<file path="src/rtl/lsu_pkg.sv">
// Shared types and constants for the load/store unit.
package lsu_pkg;

    localparam int DATA_WIDTH = 32;
    localparam int STRB_WIDTH = DATA_WIDTH / 8;

    typedef enum logic [1:0] {
        IDLE,
        MEM,
        RESP
    } lsu_state_t;

    // RV32I Funct3 encodings for loads/stores
    localparam logic [2:0] F3_B  = 3'b000;
    localparam logic [2:0] F3_H  = 3'b001;
    localparam logic [2:0] F3_W  = 3'b010;
    localparam logic [2:0] F3_BU = 3'b100;
    localparam logic [2:0] F3_HU = 3'b101;

endpackage

</file>
<file path="src/rtl/load_store_unit_if.sv">
// Request, data-memory and response signals of the load/store unit.
// slave = the LSU itself, master = the pipeline/memory environment around it.
interface load_store_unit_if;
    import lsu_pkg::*;

    logic                  in_valid;
    logic                  in_ready;
    logic                  MemRead;
    logic                  MemWrite;
    logic [2:0]            Funct3;
    logic [DATA_WIDTH-1:0] Addr;
    logic [DATA_WIDTH-1:0] WrData;

    logic                  mem_req;
    logic                  mem_we;
    logic [DATA_WIDTH-1:0] mem_addr;
    logic [DATA_WIDTH-1:0] mem_wdata;
    logic [STRB_WIDTH-1:0] mem_wstrb;
    logic                  mem_ack;
    logic [DATA_WIDTH-1:0] mem_rdata;

    logic                  rsp_valid;
    logic [DATA_WIDTH-1:0] rsp_data;
    logic                  rsp_err;

    modport slave (
        input  in_valid, MemRead, MemWrite, Funct3, Addr, WrData, mem_ack, mem_rdata,
        output in_ready, mem_req, mem_we, mem_addr, mem_wdata, mem_wstrb,
               rsp_valid, rsp_data, rsp_err
    );

    modport master (
        output in_valid, MemRead, MemWrite, Funct3, Addr, WrData, mem_ack, mem_rdata,
        input  in_ready, mem_req, mem_we, mem_addr, mem_wdata, mem_wstrb,
               rsp_valid, rsp_data, rsp_err
    );

endinterface

</file>
<file path="src/rtl/lsu_align.sv">
// Combinational byte-lane logic: store data/strobe steering and request
// legality for the incoming request, plus load lane extraction/extension
// for the access currently in flight.
module lsu_align
    import lsu_pkg::*;
(
    input  logic [2:0]            i_st_funct3,
    input  logic [1:0]            i_st_addr_lo,
    input  logic                  i_mem_read,
    input  logic                  i_mem_write,
    input  logic [DATA_WIDTH-1:0] i_wr_data,
    output logic [DATA_WIDTH-1:0] o_st_wdata,
    output logic [STRB_WIDTH-1:0] o_st_wstrb,
    output logic                  o_req_err,
    input  logic [2:0]            i_ld_funct3,
    input  logic [1:0]            i_ld_addr_lo,
    input  logic [DATA_WIDTH-1:0] i_rd_data,
    output logic [DATA_WIDTH-1:0] o_ld_data
);

    logic [DATA_WIDTH-1:0] w_lane;
    logic                  w_legal_f3;
    logic                  w_misalign;

    // Replicate store data across lanes and enable only the addressed bytes
    always_comb begin
        // NOTE: every output gets a default first so no path leaves it unassigned (no latch).
        o_st_wdata = i_wr_data;
        o_st_wstrb = '0;
        case (i_st_funct3)
            F3_B: begin
                o_st_wdata = {4{i_wr_data[7:0]}};
                o_st_wstrb = 4'b0001 << i_st_addr_lo;
            end
            F3_H: begin
                o_st_wdata = {2{i_wr_data[15:0]}};
                o_st_wstrb = 4'b0011 << i_st_addr_lo;
            end
            F3_W:    o_st_wstrb = 4'b1111;
            default: o_st_wstrb = '0;
        endcase
    end

    // Flag conflicting ops, unsupported sizes and misaligned halfword/word accesses
    always_comb begin
        w_legal_f3 = 1'b0;
        case (i_st_funct3)
            F3_B, F3_H, F3_W: w_legal_f3 = 1'b1;
            F3_BU, F3_HU:     w_legal_f3 = i_mem_read & ~i_mem_write;
            default:          w_legal_f3 = 1'b0;
        endcase
        // Funct3[1:0] is the size for every legal encoding: 01 half, 10 word
        w_misalign = ((i_st_funct3[1:0] == 2'b01) && i_st_addr_lo[0]) ||
                     ((i_st_funct3[1:0] == 2'b10) && (i_st_addr_lo != 2'b00));
        o_req_err  = (i_mem_read & i_mem_write) | ~w_legal_f3 | w_misalign;
    end

    // Shift the addressed lane down and sign/zero extend by access size
    always_comb begin
        w_lane = i_rd_data >> {i_ld_addr_lo, 3'b000};
        case (i_ld_funct3)
            F3_B:    o_ld_data = {{24{w_lane[7]}}, w_lane[7:0]};
            F3_H:    o_ld_data = {{16{w_lane[15]}}, w_lane[15:0]};
            F3_BU:   o_ld_data = {24'h0, w_lane[7:0]};
            F3_HU:   o_ld_data = {16'h0, w_lane[15:0]};
            default: o_ld_data = w_lane;
        endcase
    end

endmodule

</file>
<file path="src/rtl/load_store_unit.sv">
// Memory-access stage: accepts one load/store from EX, runs a req/ack
// handshake with data memory, and returns a one-cycle response pulse.
// The pipeline is stalled (in_ready low) for the whole access.
module load_store_unit
    import lsu_pkg::*;
(
    input  logic               clk,
    input  logic               reset,
    load_store_unit_if.slave   lsu_bus
);

    lsu_state_t            r_state;
    lsu_state_t            w_next_state;
    logic [DATA_WIDTH-1:0] r_addr;
    logic [2:0]            r_funct3;
    logic                  r_we;
    logic [DATA_WIDTH-1:0] r_wdata;
    logic [STRB_WIDTH-1:0] r_wstrb;
    logic [DATA_WIDTH-1:0] r_rsp_data;
    logic                  r_rsp_err;

    logic [DATA_WIDTH-1:0] w_st_wdata;
    logic [STRB_WIDTH-1:0] w_st_wstrb;
    logic                  w_req_err;
    logic [DATA_WIDTH-1:0] w_ld_data;
    logic                  w_accept;

    lsu_align u_align (
        .i_st_funct3  (lsu_bus.Funct3),
        .i_st_addr_lo (lsu_bus.Addr[1:0]),
        .i_mem_read   (lsu_bus.MemRead),
        .i_mem_write  (lsu_bus.MemWrite),
        .i_wr_data    (lsu_bus.WrData),
        .o_st_wdata   (w_st_wdata),
        .o_st_wstrb   (w_st_wstrb),
        .o_req_err    (w_req_err),
        .i_ld_funct3  (r_funct3),
        .i_ld_addr_lo (r_addr[1:0]),
        .i_rd_data    (lsu_bus.mem_rdata),
        .o_ld_data    (w_ld_data)
    );

    assign w_accept = (r_state == IDLE) & lsu_bus.in_valid &
                      (lsu_bus.MemRead | lsu_bus.MemWrite);

    // State register plus request/response latches
    always_ff @(posedge clk) begin
        // NOTE: non-blocking assignments so every register samples pre-edge values.
        if (reset) begin
            r_state    <= IDLE;
            r_addr     <= '0;
            r_funct3   <= '0;
            r_we       <= 1'b0;
            r_wdata    <= '0;
            r_wstrb    <= '0;
            r_rsp_data <= '0;
            r_rsp_err  <= 1'b0;
        end else begin
            r_state <= w_next_state;
            if (w_accept) begin
                r_addr     <= lsu_bus.Addr;
                r_funct3   <= lsu_bus.Funct3;
                r_we       <= lsu_bus.MemWrite;
                r_wdata    <= lsu_bus.MemWrite ? w_st_wdata : '0;
                r_wstrb    <= lsu_bus.MemWrite ? w_st_wstrb : '0;
                r_rsp_data <= '0;
                r_rsp_err  <= w_req_err;
            end else if ((r_state == MEM) && lsu_bus.mem_ack) begin
                // Stores complete with zero data
                r_rsp_data <= r_we ? '0 : w_ld_data;
            end
        end
    end

    // Next-state and output decode; reset forces every output low
    always_comb begin
        w_next_state      = r_state;
        lsu_bus.in_ready  = 1'b0;
        lsu_bus.mem_req   = 1'b0;
        lsu_bus.mem_we    = 1'b0;
        lsu_bus.mem_addr  = {r_addr[DATA_WIDTH-1:2], 2'b00};
        lsu_bus.mem_wdata = r_wdata;
        lsu_bus.mem_wstrb = r_wstrb;
        lsu_bus.rsp_valid = 1'b0;
        lsu_bus.rsp_data  = '0;
        lsu_bus.rsp_err   = 1'b0;
        case (r_state)
            IDLE: begin
                lsu_bus.in_ready = 1'b1;
                if (w_accept) w_next_state = w_req_err ? RESP : MEM;
            end
            MEM: begin
                lsu_bus.mem_req = 1'b1;
                lsu_bus.mem_we  = r_we;
                if (lsu_bus.mem_ack) w_next_state = RESP;
            end
            RESP: begin
                lsu_bus.rsp_valid = 1'b1;
                lsu_bus.rsp_data  = r_rsp_data;
                lsu_bus.rsp_err   = r_rsp_err;
                w_next_state      = IDLE;
            end
            default: w_next_state = IDLE;
        endcase
        if (reset) begin
            lsu_bus.in_ready  = 1'b0;
            lsu_bus.mem_req   = 1'b0;
            lsu_bus.mem_we    = 1'b0;
            lsu_bus.mem_addr  = '0;
            lsu_bus.mem_wdata = '0;
            lsu_bus.mem_wstrb = '0;
            lsu_bus.rsp_valid = 1'b0;
            lsu_bus.rsp_data  = '0;
            lsu_bus.rsp_err   = 1'b0;
        end
    end

endmodule

</file>
<file path="src/flat_wrapper.sv">
// flat-port wrapper written by rule: the top's interface ports become plain ports
module load_store_unit_flat import lsu_pkg::*;
  (clk, reset, lsu_bus_in_valid, lsu_bus_MemRead, lsu_bus_MemWrite, lsu_bus_Funct3, lsu_bus_Addr, lsu_bus_WrData, lsu_bus_mem_ack, lsu_bus_mem_rdata, lsu_bus_in_ready, lsu_bus_mem_req, lsu_bus_mem_we, lsu_bus_mem_addr, lsu_bus_mem_wdata, lsu_bus_mem_wstrb, lsu_bus_rsp_valid, lsu_bus_rsp_data, lsu_bus_rsp_err);
  load_store_unit_if lsu_bus_i ();
  input  logic clk;
  input  logic reset;
  input wire logic [$bits(lsu_bus_i.in_valid)-1:0] lsu_bus_in_valid;
  input wire logic [$bits(lsu_bus_i.MemRead)-1:0] lsu_bus_MemRead;
  input wire logic [$bits(lsu_bus_i.MemWrite)-1:0] lsu_bus_MemWrite;
  input wire logic [$bits(lsu_bus_i.Funct3)-1:0] lsu_bus_Funct3;
  input wire logic [$bits(lsu_bus_i.Addr)-1:0] lsu_bus_Addr;
  input wire logic [$bits(lsu_bus_i.WrData)-1:0] lsu_bus_WrData;
  input wire logic [$bits(lsu_bus_i.mem_ack)-1:0] lsu_bus_mem_ack;
  input wire logic [$bits(lsu_bus_i.mem_rdata)-1:0] lsu_bus_mem_rdata;
  output wire logic [$bits(lsu_bus_i.in_ready)-1:0] lsu_bus_in_ready;
  output wire logic [$bits(lsu_bus_i.mem_req)-1:0] lsu_bus_mem_req;
  output wire logic [$bits(lsu_bus_i.mem_we)-1:0] lsu_bus_mem_we;
  output wire logic [$bits(lsu_bus_i.mem_addr)-1:0] lsu_bus_mem_addr;
  output wire logic [$bits(lsu_bus_i.mem_wdata)-1:0] lsu_bus_mem_wdata;
  output wire logic [$bits(lsu_bus_i.mem_wstrb)-1:0] lsu_bus_mem_wstrb;
  output wire logic [$bits(lsu_bus_i.rsp_valid)-1:0] lsu_bus_rsp_valid;
  output wire logic [$bits(lsu_bus_i.rsp_data)-1:0] lsu_bus_rsp_data;
  output wire logic [$bits(lsu_bus_i.rsp_err)-1:0] lsu_bus_rsp_err;
  assign lsu_bus_i.in_valid = lsu_bus_in_valid;
  assign lsu_bus_i.MemRead = lsu_bus_MemRead;
  assign lsu_bus_i.MemWrite = lsu_bus_MemWrite;
  assign lsu_bus_i.Funct3 = lsu_bus_Funct3;
  assign lsu_bus_i.Addr = lsu_bus_Addr;
  assign lsu_bus_i.WrData = lsu_bus_WrData;
  assign lsu_bus_i.mem_ack = lsu_bus_mem_ack;
  assign lsu_bus_i.mem_rdata = lsu_bus_mem_rdata;
  assign lsu_bus_in_ready = lsu_bus_i.in_ready;
  assign lsu_bus_mem_req = lsu_bus_i.mem_req;
  assign lsu_bus_mem_we = lsu_bus_i.mem_we;
  assign lsu_bus_mem_addr = lsu_bus_i.mem_addr;
  assign lsu_bus_mem_wdata = lsu_bus_i.mem_wdata;
  assign lsu_bus_mem_wstrb = lsu_bus_i.mem_wstrb;
  assign lsu_bus_rsp_valid = lsu_bus_i.rsp_valid;
  assign lsu_bus_rsp_data = lsu_bus_i.rsp_data;
  assign lsu_bus_rsp_err = lsu_bus_i.rsp_err;
  load_store_unit u_core (.clk(clk), .reset(reset), .lsu_bus(lsu_bus_i));
endmodule
</file>
<file path="config.mk">
export PLATFORM = sky130hd
export DESIGN_NAME = load_store_unit_flat
export DESIGN_NICKNAME = d
export VERILOG_FILES = /design/src/rtl/lsu_pkg.sv /design/src/rtl/load_store_unit_if.sv /design/src/rtl/lsu_align.sv /design/src/rtl/load_store_unit.sv /design/src/flat_wrapper.sv
export SDC_FILE = /design/constraint.sdc
export NUM_CORES = 1
export LEC_CHECK = 0
export BUFFER_PORTS_ARGS = -buffer_cell sky130_fd_sc_hd__buf_2
export CORE_MARGIN = 3
export CORE_UTILIZATION = 45
export DETAILED_ROUTE_END_ITERATION = 12
export GPL_ROUTABILITY_DRIVEN = 0
export PLACE_DENSITY = 0.82
export SYNTH_ARGS = -nofsm -noshare
export SYNTH_HDL_FRONTEND = slang
export SYNTH_SLANG_ARGS = --single-unit
</file>
<file path="constraint.sdc">
create_clock -name clk -period 1.8 [get_ports clk]
set_input_delay 0 -clock clk [delete_from_list [all_inputs] [get_ports clk]]
set_output_delay 0 -clock clk [all_outputs]
set_load 0.02 [all_outputs]
</file>
After elaboration in Yosys (flattened, before gate mapping)
Index checks and enable logic that the tools add are counted.
{"block": "word_totals", "rom_bits": 0, "reg_bits": 107, "input_bits": 105, "memories": 0, "ram_bits": 0, "latch_bits": 0, "out_inout_bits": 105}
{"block": "op_classes", "add_sub_neg": 0, "order_cmp": 0, "multipliers": 0, "n_mux": 26, "bitwise": 9, "reduce_logical": 12, "div_mod_pow": 0, "n_eq_ne": 13, "shifts": 3}
{"cell": "32-bit 2-to-1 mux", "n": 6}
{"cell": "32-bit one-hot mux with 4 select lines", "n": 1}
{"cell": "32-bit one-hot mux with 2 select lines", "n": 1}
{"cell": "32-bit by 5-bit right shift with 32-bit output", "n": 1}
{"cell": "3-bit equality test, second input constant", "n": 4}
{"cell": "4-bit one-hot mux with 3 select lines", "n": 1}
{"cell": "1-bit 2-to-1 mux", "n": 10}
{"cell": "4-bit 2-to-1 mux", "n": 2}
{"cell": "3-bit by 1-bit equality test with 1-bit output, second input constant", "n": 2}
{"cell": "3-bit zero test", "n": 2}
{"cell": "2-bit 2-to-1 mux", "n": 3}
{"cell": "1-bit bitwise AND", "n": 4}
{"cell": "2-bit by 1-bit equality test with 1-bit output, second input constant", "n": 2}
{"cell": "2-bit equality test, second input constant", "n": 2}
{"cell": "2-bit one-hot mux with 2 select lines", "n": 1}
{"cell": "2-bit OR reduction", "n": 2}
{"cell": "1-bit by 2-bit << shifter with 4-bit output, first input constant", "n": 1}
{"cell": "2-bit by 2-bit << shifter with 4-bit output, first input constant", "n": 1}
{"cell": "3-bit by 2-bit equality test with 1-bit output, second input constant", "n": 1}
{"cell": "1-bit logical AND", "n": 3}
{"cell": "1-bit bitwise OR", "n": 3}
{"cell": "3-bit OR reduction", "n": 1}
{"cell": "2-bit zero test", "n": 1}
{"cell": "2-bit by 1-bit != test with 1-bit output, second input constant", "n": 1}
{"cell": "other kinds (6)", "n": 7}

Longest topological paths before layout
Gate-level depths: netlist (run 1).
{"block": "logic_depth", "depth_word": 9, "mapped_depth": 7, "ltp_nobuf": 4}

Modules after synthesis
Synthesis (run 1) repeated with hierarchy kept, for this count alone.
{"block": "hier_totals", "hier_cells": 711, "hier_area_um2": 6124.6}
{"module": "load_store_unit", "n_inst": 1, "cells_each": 520, "area_per_inst_um2": 4699.5}
{"module": "lsu_align", "n_inst": 1, "cells_each": 191, "area_per_inst_um2": 1425.1}

Least setup slack after synthesis (run 1)
No wires, ideal clock.
{"block": "synth_timing", "path_kind": "reg-to-reg", "startpoint": "register u_core.r_addr[1]", "endpoint": "register u_core.r_rsp_data[10]", "required_ps": 1677, "synth_period_minus_slack_ps": 1642, "arrival_ps": 1519, "stages_incl_launch_ff": 6, "n_path_buf": 1, "setup_slack_ps": 158, "path_cell_list": "dfxtp_1 mux4_2 and3b_1 clkbuf_1 a221oi_1 o2bb2ai_1"}
{"block": "synth_via", "elab_chain_cells": 3}
{"item": "start: declaration", "line": "load_store_unit.sv:14", "rtl": "logic [DATA_WIDTH-1:0] r_addr;"}
{"item": "start signal: assignment", "line": "load_store_unit.sv:61", "rtl": "r_addr <= lsu_bus.Addr;"}
{"item": "32-bit by 5-bit right shift with 32-bit output", "line": "lsu_align.sv:60", "rtl": "w_lane = i_rd_data >> {i_ld_addr_lo, 3'b000};"}
{"item": "32-bit one-hot mux with 4 select lines", "line": "lsu_align.sv:61", "rtl": "case (i_ld_funct3)"}
{"item": "32-bit 2-to-1 mux", "line": "load_store_unit.sv:70", "rtl": "r_rsp_data <= r_we ? '0 : w_ld_data;"}
{"item": "end signal: assignment", "line": "load_store_unit.sv:70"}
{"item": "end: declaration", "line": "load_store_unit.sv:19", "rtl": "logic [DATA_WIDTH-1:0] r_rsp_data;"}
Every way passes these cells.
A chain may end at the register's enable or synchronous reset.

Worst setup path in the final report (run 1)
{"block": "layout_timing", "startpoint": "register u_core.r_state[0]", "endpoint": "register u_core.r_addr[21]"}
{"block": "layout_via", "elab_chain_cells": 3}
{"item": "start: declaration", "line": "load_store_unit.sv:12", "rtl": "lsu_state_t r_state;"}
{"item": "start signal: assignment", "line": "load_store_unit.sv:59", "rtl": "r_state <= w_next_state;"}
{"item": "2-bit zero test", "line": "load_store_unit.sv:43", "rtl": "assign w_accept = (r_state == IDLE) & lsu_bus.in_valid &"}
{"item": "1-bit bitwise AND (2 in series)", "line": "load_store_unit.sv:43"}
Every way passes these cells.

==> metrics, run 1 <==
Tmin final 1700 ps; Worst VDD drop just under 0.0007 V; CP Launch Type flip-flop; Mean Syn Cell Area 8.78 sq um; MaxCap Viol Count 0; hold wc startpoint lsu_bus_mem_rdata[19]; reg-to-reg startpoint u_core.r_state[0]; via count 5600; setup tns final 0 ps; post-DP HPWL about 11 mm; antenna violations before repair 0; worst reg2reg path depth 5; Post-synth EDFFs 0; largest net degree at the start of global routing 87; die area about 13000 sq um; max-slew violations 0; number of detailed-route iterations in the first pass 5; CTS Sinks ~110; 1st-iter DRT viols approximately 450; Synth-to-Final Area Change 45.2%; clock tree root driver cell clkbuf_16; fin nets about 980; Die X-Extent 114 microns; Final WS setup 100 ps; antenna cell count 0; row cnt 38; routed vias/inst roughly 5.5; top-count cell post-synth nand2_1; Worst Path Arrival between 1500 and 2000 ps; Hold Crit Class input port to flip-flop; LEAKAGE between 0.003 and 0.004 uW; ys async rst share 0%; CTS buffer count 9; post-layout util 68.5%; Crit path required time 1990 ps; die height about 110 microns; Layout fillers ~830; run status completed; ranking of synthesized cells by area dfxtp_1 41%, nor2b_1 8.0%, nand2_1 7.8%; Port Buf Inserts 207; Final ANT Viol Nets 0; post-synthesis cell type count between 40 and 50; Clk Latency, worst-skew pair 350 ps; sequential area share after synthesis roughly two fifths; Final Instance Area roughly 7600 sq um; Fmax 0.588 GHz; starting density of the core between 40% and 50%; first-pass GRT wire length between 20 and 30 mm; slew margin rel. between 40% and 50%; top-area cell type share of the netlist area between 40 and 50%; Max clock buf depth 2; Tot GR Track Use 26.7%; per-cell routed wire length 17.1 microns; final hold vios 0; Yosys warning count 0; RSZ-0062 raised after global routing false; H-tree Lvls 3; Primary FF master, synth dfxtp_1; clock-pin slew on the worst setup and hold paths 80 ps; Commonest cells post-synth 109 x nand2_1, 107 x dfxtp_1, 67 x nor2b_1; Worst R2R Setup Slack approximately 100 ps; core area 11100 sq um; CTS tree done; power per cell area approximately 800 nW/um^2; Mapped Area ~5200 sq um; grt total ovfl 0; area leader, netlist dfxtp_1; placed inst area 6420 sq um; CP max FO 30; hold endpoint u_core.r_rsp_data[11]; routed wire length 17.4 mm; Worst Tran Pin Value a little over 800 ps; setup violators final 0; Cells after Synth between 500 and 600; dpl ws -73.5 ps; vias in the first global route roughly 5500; FF+latch count, synth about 110; hold depth 3; FF-to-FF End u_core.r_addr[21]; worst clock skew ~11 ps; layout cells sized above 1 between 30 and 40%; DRC viols 0; WS Path Type flip-flop to flip-flop; Worst Setup End Kind flip-flop; IO Pins 210; crit share post-route between 90% and 100%
sequential cells by signal (all words and copies together), names as in the netlist:
| signal | count |
|---|---|
| u_core.r_addr | 32 |
| u_core.r_rsp_data | 32 |
| u_core.r_wdata | 32 |
| u_core.r_wstrb | 4 |
| u_core.r_funct3 | 3 |
| u_core.r_state | 2 |
| u_core.r_rsp_err | 1 |
| u_core.r_we | 1 |
cell usage in the layout, fill, tap and decap left out, types with 10 or more instances in the layout:
master         count
and2_1            33
buf_4             22
dlygate4sd3_1     79
mux2i_1           18
o21ai_0           19
nand2_1          109
nor2_1            31
o2bb2ai_1         16
a21oi_1           40
a221o_1           16
a22o_1            10
dfxtp_1          106
nor2b_1           67
mux2_2            16
buf_2            206
worst max-delay path, cell delays in order (launching register included):
cell	delay [ps]
dfxtp_1	410
buf_4	210
or3_1	440
buf_4	270
nand2_1	120
a21oi_1	80
power by group:
group / switching, uW / internal (uW)
combinational: 592 / 516
sequential: 61.3 / 2470
clock: 922 / 1370
through the flow:
step           std cells  total power (uW)  hold WS, ps
6_report            1015              5930         17.4
2_1_floorplan        599              3180          111
4_1_cts             1015              5940       0.0417
5_1_grt             1015              6180         9.42
3_3_place_gp         919              3500          240
3_5_place_dp         919              3510          246
logic make-up (layout without fill, tap and decap cells):
family | count (synthesis) | after routing | share of synthesized area (%)
and+or+nand+nor | 266 | 266 | 26.0
AOI/OAI and AO/OA | 127 | 127 | 17.5
DFF | 107 | 107 | 40.8
buffers and inverters | 53 | 329 | 4.84
muxes | 43 | 43 | 10.6
other | 1 | 2 | 0.0715
xor gates and xnor gates | 1 | 1 | 0.167
cell type report:
cell class	count	area, sq um	area share (%)
Timing Repair Buffer	311	2050	26.9
Multi-Input combinational cell	439	2900	38.0
Sequential cell	107	2140	28.1
Clock buffer	9	225	2.96
Clock inverter	7	124	1.63
Tap cell	140	175	2.30
Inverter	2	7.51	0.0985
metal layers:
metal,track usage (%),up-vias,wire length (microns)
met4,11.6,0,707
met5,0,-,0
met3,7.90,63,1480
met2,45.6,292,8560
li1,-,2606,-
met1,31.0,2639,6640
worst max path at each step:
stage,from,end,slack [ps],depth (start not counted)
floorplan,u_core.r_addr[1],u_core.r_rsp_data[10],160,5
global placement,u_core.r_addr[1],u_core.r_rsp_data[29],-40,4
detailed placement,u_core.r_addr[1],u_core.r_rsp_data[19],-70,4
CTS,u_core.r_state[1],u_core.r_rsp_data[10],5,4
global route,u_core.r_state[0],lsu_bus_rsp_data[9],3,5
finish,u_core.r_state[0],u_core.r_addr[21],100,5
what timing repair did:
action                                 in CTS  in global routing
setup buffers                               1                  0
cloned                                      0                  0
endpoints found under the hold margin      79                  0
gates resized for setup                     1                  7
setup endpoints to repair                  16                 38
pin swaps                                   1                  0
hold buffers                               79                  0
No activity file was read; power rests on OpenSTA's default activity.
==> inputs of run 2 (changes only) <==
--- a/config.mk
+++ b/config.mk
@@ -11,6 +11,7 @@
 export DETAILED_ROUTE_END_ITERATION = 12
 export GPL_ROUTABILITY_DRIVEN = 0
 export PLACE_DENSITY = 0.82
+export RECOVER_POWER = 100
 export SYNTH_ARGS = -nofsm -noshare
 export SYNTH_HDL_FRONTEND = slang
 export SYNTH_SLANG_ARGS = --single-unit
==> run 2 against run 1 <==
  * Global-route usage unchanged
  * Wire length shrank 0.30%
  * Count of clock-buffer cells in the layout is the same
  * Largest power group unchanged
  * Largest cell class unchanged
  * Power down 0.25%
  * Worst setup slack lost 3.4 ps
  * Register-to-register slack hardly changed
  * Combinational power is essentially flat
  * Clock power hardly changed
==> metrics, run 2 (synthesis gave the netlist of run 1 again) <==
commonest non-fill, non-tap cell in the layout buf_2; Final ANT Viol Nets 0; DRC viols 0; CP max-delay cell and4b_1; slew margin rel. between 30% and 40%; grt total ovfl 0; Worst Setup End Kind flip-flop; reg-to-reg startpoint u_core.r_state[1]; H-tree Lvls 3; hold wc startpoint lsu_bus_mem_rdata[19]; CP startpoint u_core.r_state[1]; largest net degree at the start of global routing 87; IO Pins 210; 1st-iter DRT viols around 440; Setup crit end u_core.r_wdata[13]; Layout fillers between 800 and 900; setup violators final 0; multi-input logic area about 2900 sq um; CP max FO 10; Worst Path Arrival 1970 ps; CTS buffer count 9; Crit path required time about 2000 ps; Worst R2R Setup Slack roughly 97 ps; Tot GR Track Use 26.7%; first-pass GRT wire length around 28 mm; Final Instance Area 7520 sq um; CP Launch Type flip-flop; die area 13000 sq um; fin nets a little under 1000; Max clock buf depth 2; CTS tree done; starting density of the core a little under half; antenna violations before repair 0; MaxCap Viol Count 0; run status completed; row cnt 38; Worst Tran Pin Value 908 ps; CP max stage delay 490 ps; Clk Latency, worst-skew pair about 350 ps; CTS Sinks 107; Port Buf Inserts a little over 200; routed wire length 17.3 mm; max-slew violations 0; commonest non-fill, non-tap cells in the layout 111 x buf_2, 109 x nand2_1, 106 x dfxtp_1; Top Registers u_core.r_addr (32), u_core.r_rsp_data (32), u_core.r_wdata (32); die height 114 microns; crit share post-route approximately 95%; Synth-to-Final Area Change 43.3%; layout cells sized above 1 between 20% and 30%; RSZ-0062 raised after global routing false; final hold vios 0; Hold Crit Class input port to flip-flop; placed inst area roughly 6400 sq um; Die X-Extent 114 microns; FF-to-FF End u_core.r_wdata[13]; post-DP HPWL 10.8 mm; core area between 10000 and 15000 sq um; WS Path Type flip-flop to flip-flop; via count 5569; antenna cell count 0; Worst VDD drop 0.000688 V; Cells after DPL 919; Register Area approximately 2100 sq um; worst reg2reg path depth 5; Tmin final 1700 ps; clock-pin slew on the worst setup and hold paths approximately 80 ps; per-cell routed wire length roughly 17 microns; final std cells w/o fill around 1000; vias in the first global route 5495; CP cell instances nor2_8, clkbuf_1, and4b_1, nand2_1, o21ai_0; number of detailed-route iterations in the first pass 5; power per cell area slightly below 800 nW/um^2; clock tree root driver cell clkbuf_16; LEAKAGE roughly 0.0031 uW; worst clock skew roughly 13 ps; routed vias/inst roughly 5.5; Fmax around 0.6 GHz
## run 2: cell types whose count changed in the layout (fill, tap and decap cells not counted), sizes merged
cell,previous run,this run
buf,232,131
clkbuf,9,110
## run 2: power breakdown
group	switching (uW)	internal [uW]
Clock	924	1370
Sequential	61.0	2470
Combinational	592	499
## run 2: area by class of cell
| cell class | count | area share (%) |
|---|---|---|
| timing repair buffer | 311 | 25.9 |
| sequential | 107 | 28.5 |
| clock buffer | 9 | 3.00 |
| clock inverter | 7 | 1.65 |
| multi-input combinational | 439 | 38.5 |
| inverter | 2 | 0.0999 |
| tap | 140 | 2.33 |
## run 2: layer usage
layer | track usage, % | vias to the layer above | share of wire (%)
li1 | - | 2607 | -
met1 | 31.0 | 2599 | 38
met2 | 45.6 | 294 | 49
met3 | 7.90 | 69 | 8.2
met4 | 11.6 | 0 | 4.1
met5 | 0 | - | 0
## run 2: how the worst min path moves through the flow
stage                            end  slack (ps)  cells after the start
6_report       u_core.r_rsp_data[11]          20                      3
4_1_cts        u_core.r_rsp_data[10]        0.04                      3
5_1_grt        u_core.r_rsp_data[11]           9                      3
3_5_place_dp       u_core.r_addr[30]         250                      3
2_1_floorplan      u_core.r_state[0]         110                      1
3_3_place_gp        u_core.r_addr[9]         240                      3
## run 2: timing repair
action,in CTS,in global routing
buffers inserted,1,0
endpoints found under the setup margin,16,38
cloned,0,0
hold endpoints to repair,79,0
hold buffers,79,0
gates resized for setup,1,7
pin swaps,1,0
## run 2: worst max-delay path, delay by kind of cell (launching register included)
kind            cells  cell delay [ps]
compound gates      1              230
buf+inv             1              170
simple gates        3              820
flops               1              410
## run 2: metrics by stage
step	hold WS [ps]	total power [uW]	worst slack, ps	setup TNS, ps	util (%)
after detailed placement	246	3510	-73.5	-842	57.7
final	20.2	5920	96.6	0	67.6
after global placement	240	3500	-38.9	-566	57.7
after CTS	0.0417	5940	4.61	0	68.3
after floorplan	111	3180	158	0	-
after global routing	9.42	6170	2.62	0	67.6
==> inputs of run 3 (changes only) <==
--- a/config.mk
+++ b/config.mk
@@ -12,6 +12,7 @@
 export GPL_ROUTABILITY_DRIVEN = 0
 export PLACE_DENSITY = 0.82
 export RECOVER_POWER = 100
+export REMOVE_ABC_BUFFERS = 1
 export SYNTH_ARGS = -nofsm -noshare
 export SYNTH_HDL_FRONTEND = slang
 export SYNTH_SLANG_ARGS = --single-unit
==> run 3 against run 2 <==
  * Maximum frequency shrank 4.9%
  * Critical path depth grew 2
  * Sequential power is essentially flat
  * Via count shrank 2.6%
  * Global-route usage shrank 2.0 points
  * Critical path type is now input port to flip-flop
  * Critical endpoint is now u_core.r_wdata[16]
  * Largest power group unchanged
==> metrics, run 3 (synthesis gave the netlist of run 1 again) <==
antenna cell count 0; Cells after DPL 919; die height between 100 and 150 microns; die area about 13000 sq um; Synth-to-Final Area Change 42.3%; final hold vios 0; CP max stage delay 580 ps; Final WS setup 9.27 ps; Die X-Extent 114 microns; final std cells w/o fill approximately 1000; Clk Latency, worst-skew pair roughly 340 ps; clock-pin slew on the worst setup and hold paths 70 ps; CTS Sinks between 100 and 150; H-tree Lvls 3; run status completed; CTS tree done; placed inst area between 6000 and 7000 sq um; routed wire length about 16 mm; Crit path required time around 2000 ps; row cnt 38; Fmax approximately 0.56 GHz; CP Launch Type input port; Worst Path Buf+Inv 4; largest net degree at the start of global routing 97; Max clock buf depth 2; Worst Tran Pin Value around 1000 ps; CP max-delay cell dlygate4sd3_1; slew margin rel. between 30% and 40%; commonest non-fill, non-tap cell in the layout nand2_1; MaxCap Viol Count 0; via count approximately 5400; commonest non-fill, non-tap cells in the layout 109 x nand2_1, 108 x buf_2, 105 x dfxtp_1; CP cell instances dlygate4sd3_1, buf_2, nor2_2, buf_8, mux2i_1, dlygate4sd3_1, o2bb2ai_1; DRC viols 0; routed vias/inst about 5.3; Tmin final between 1500 and 2000 ps; Worst VDD drop between 0.0005 and 0.0006 V; clock tree root driver cell clkbuf_16; Top Registers u_core.r_addr (32), u_core.r_rsp_data (32), u_core.r_wdata (32); antenna violations before repair 0; core area roughly 11000 sq um; setup violators final 0; per-cell routed wire length around 16 microns; hold slack roughly 8.7 ps; Worst Setup End Kind flip-flop; WS Path Type input port to flip-flop; vias in the first global route between 5000 and 6000; CP max FO 31; max-slew violations 0; layout cells sized above 1 25.3%; IO Pins 210; Tot GR Track Use between 20% and 30%; dpl ws -78.2 ps; number of detailed-route iterations in the first pass 4; grt total ovfl 0; Hold Crit Class input port to flip-flop; setup tns final 0 ps; post-DP HPWL 10.5 mm; Port Buf Inserts a little over 200; starting density of the core between 40% and 50%; power per cell area 747 nW/um^2; LEAKAGE approximately 0.0031 uW; Worst Path Arrival approximately 2000 ps; crit share post-route 99.5%; CTS buffer count 9; fin nets 975; first-pass GRT wire length approximately 26 mm; Final Instance Area roughly 7500 sq um; Final ANT Viol Nets 0; worst clock skew around 8.2 ps; CP top delay family buffers and inverters; 1st-iter DRT viols 437; most used cell, CP dlygate4sd3_1
## run 3: final cells by class
cell class	count	area, sq um
multi-input cells	439	2880
inverters	2	7.51
well taps	140	175
fillers	895	3660
clock inverters	5	42.5
repair buffers	311	1960
clock buffers	11	253
flip-flops and latches	107	2140
## run 3: final timing paths
check	from	end	slack [ps]	cells after the start
setup / recovery	lsu_bus_Funct3[1]	u_core.r_wdata[16]	9	7
hold / removal	lsu_bus_mem_rdata[20]	u_core.r_rsp_data[12]	9	3
setup reg to reg	u_core.r_state[0]	u_core.r_addr[24]	70	5
hold reg to reg	u_core.r_addr[18]	u_core.r_addr[18]	450	2
## run 3: repair_timing
action / CTS / global route
hold endpoints to repair: 79 / 0
pin swaps: 1 / 0
hold buffers: 79 / 0
setup buffers: 1 / 0
endpoints found under the setup margin: 16 / 39
resized for setup: 0 / 9
## run 3: metal layers
| layer | track usage [%] | wire [microns] |
|---|---|---|
| met4 | 11.5 | 644 |
| met3 | 5.84 | 1070 |
| met2 | 41.8 | 8250 |
| met1 | 29.6 | 6530 |
| met5 | 0 | 0 |
## run 3: worst min-delay path: cells and delay by family
family	cells	cell delay, ps
AO/OA/AOI/OAI	2	220
buffers and inverters	1	110
## run 3: report_power, final
part / total (uW) / switching (uW) / internal [uW] / leakage (uW)
Sequential: 2540 / 61.1 / 2470 / 0.000872
Combinational: 1070 / 574 / 499 / 0.00211
Clock: 1970 / 932 / 1040 / 0.000149
Total: 5580 / 1570 / 4010 / 0.00313
## run 3: metrics by stage
stage	util (%)	power (uW)
final	67.1	5580
after global routing	67.1	5820
after CTS	67.7	5590
after detailed placement	57.8	3510
after global placement	57.8	3490
after floorplan	-	3090
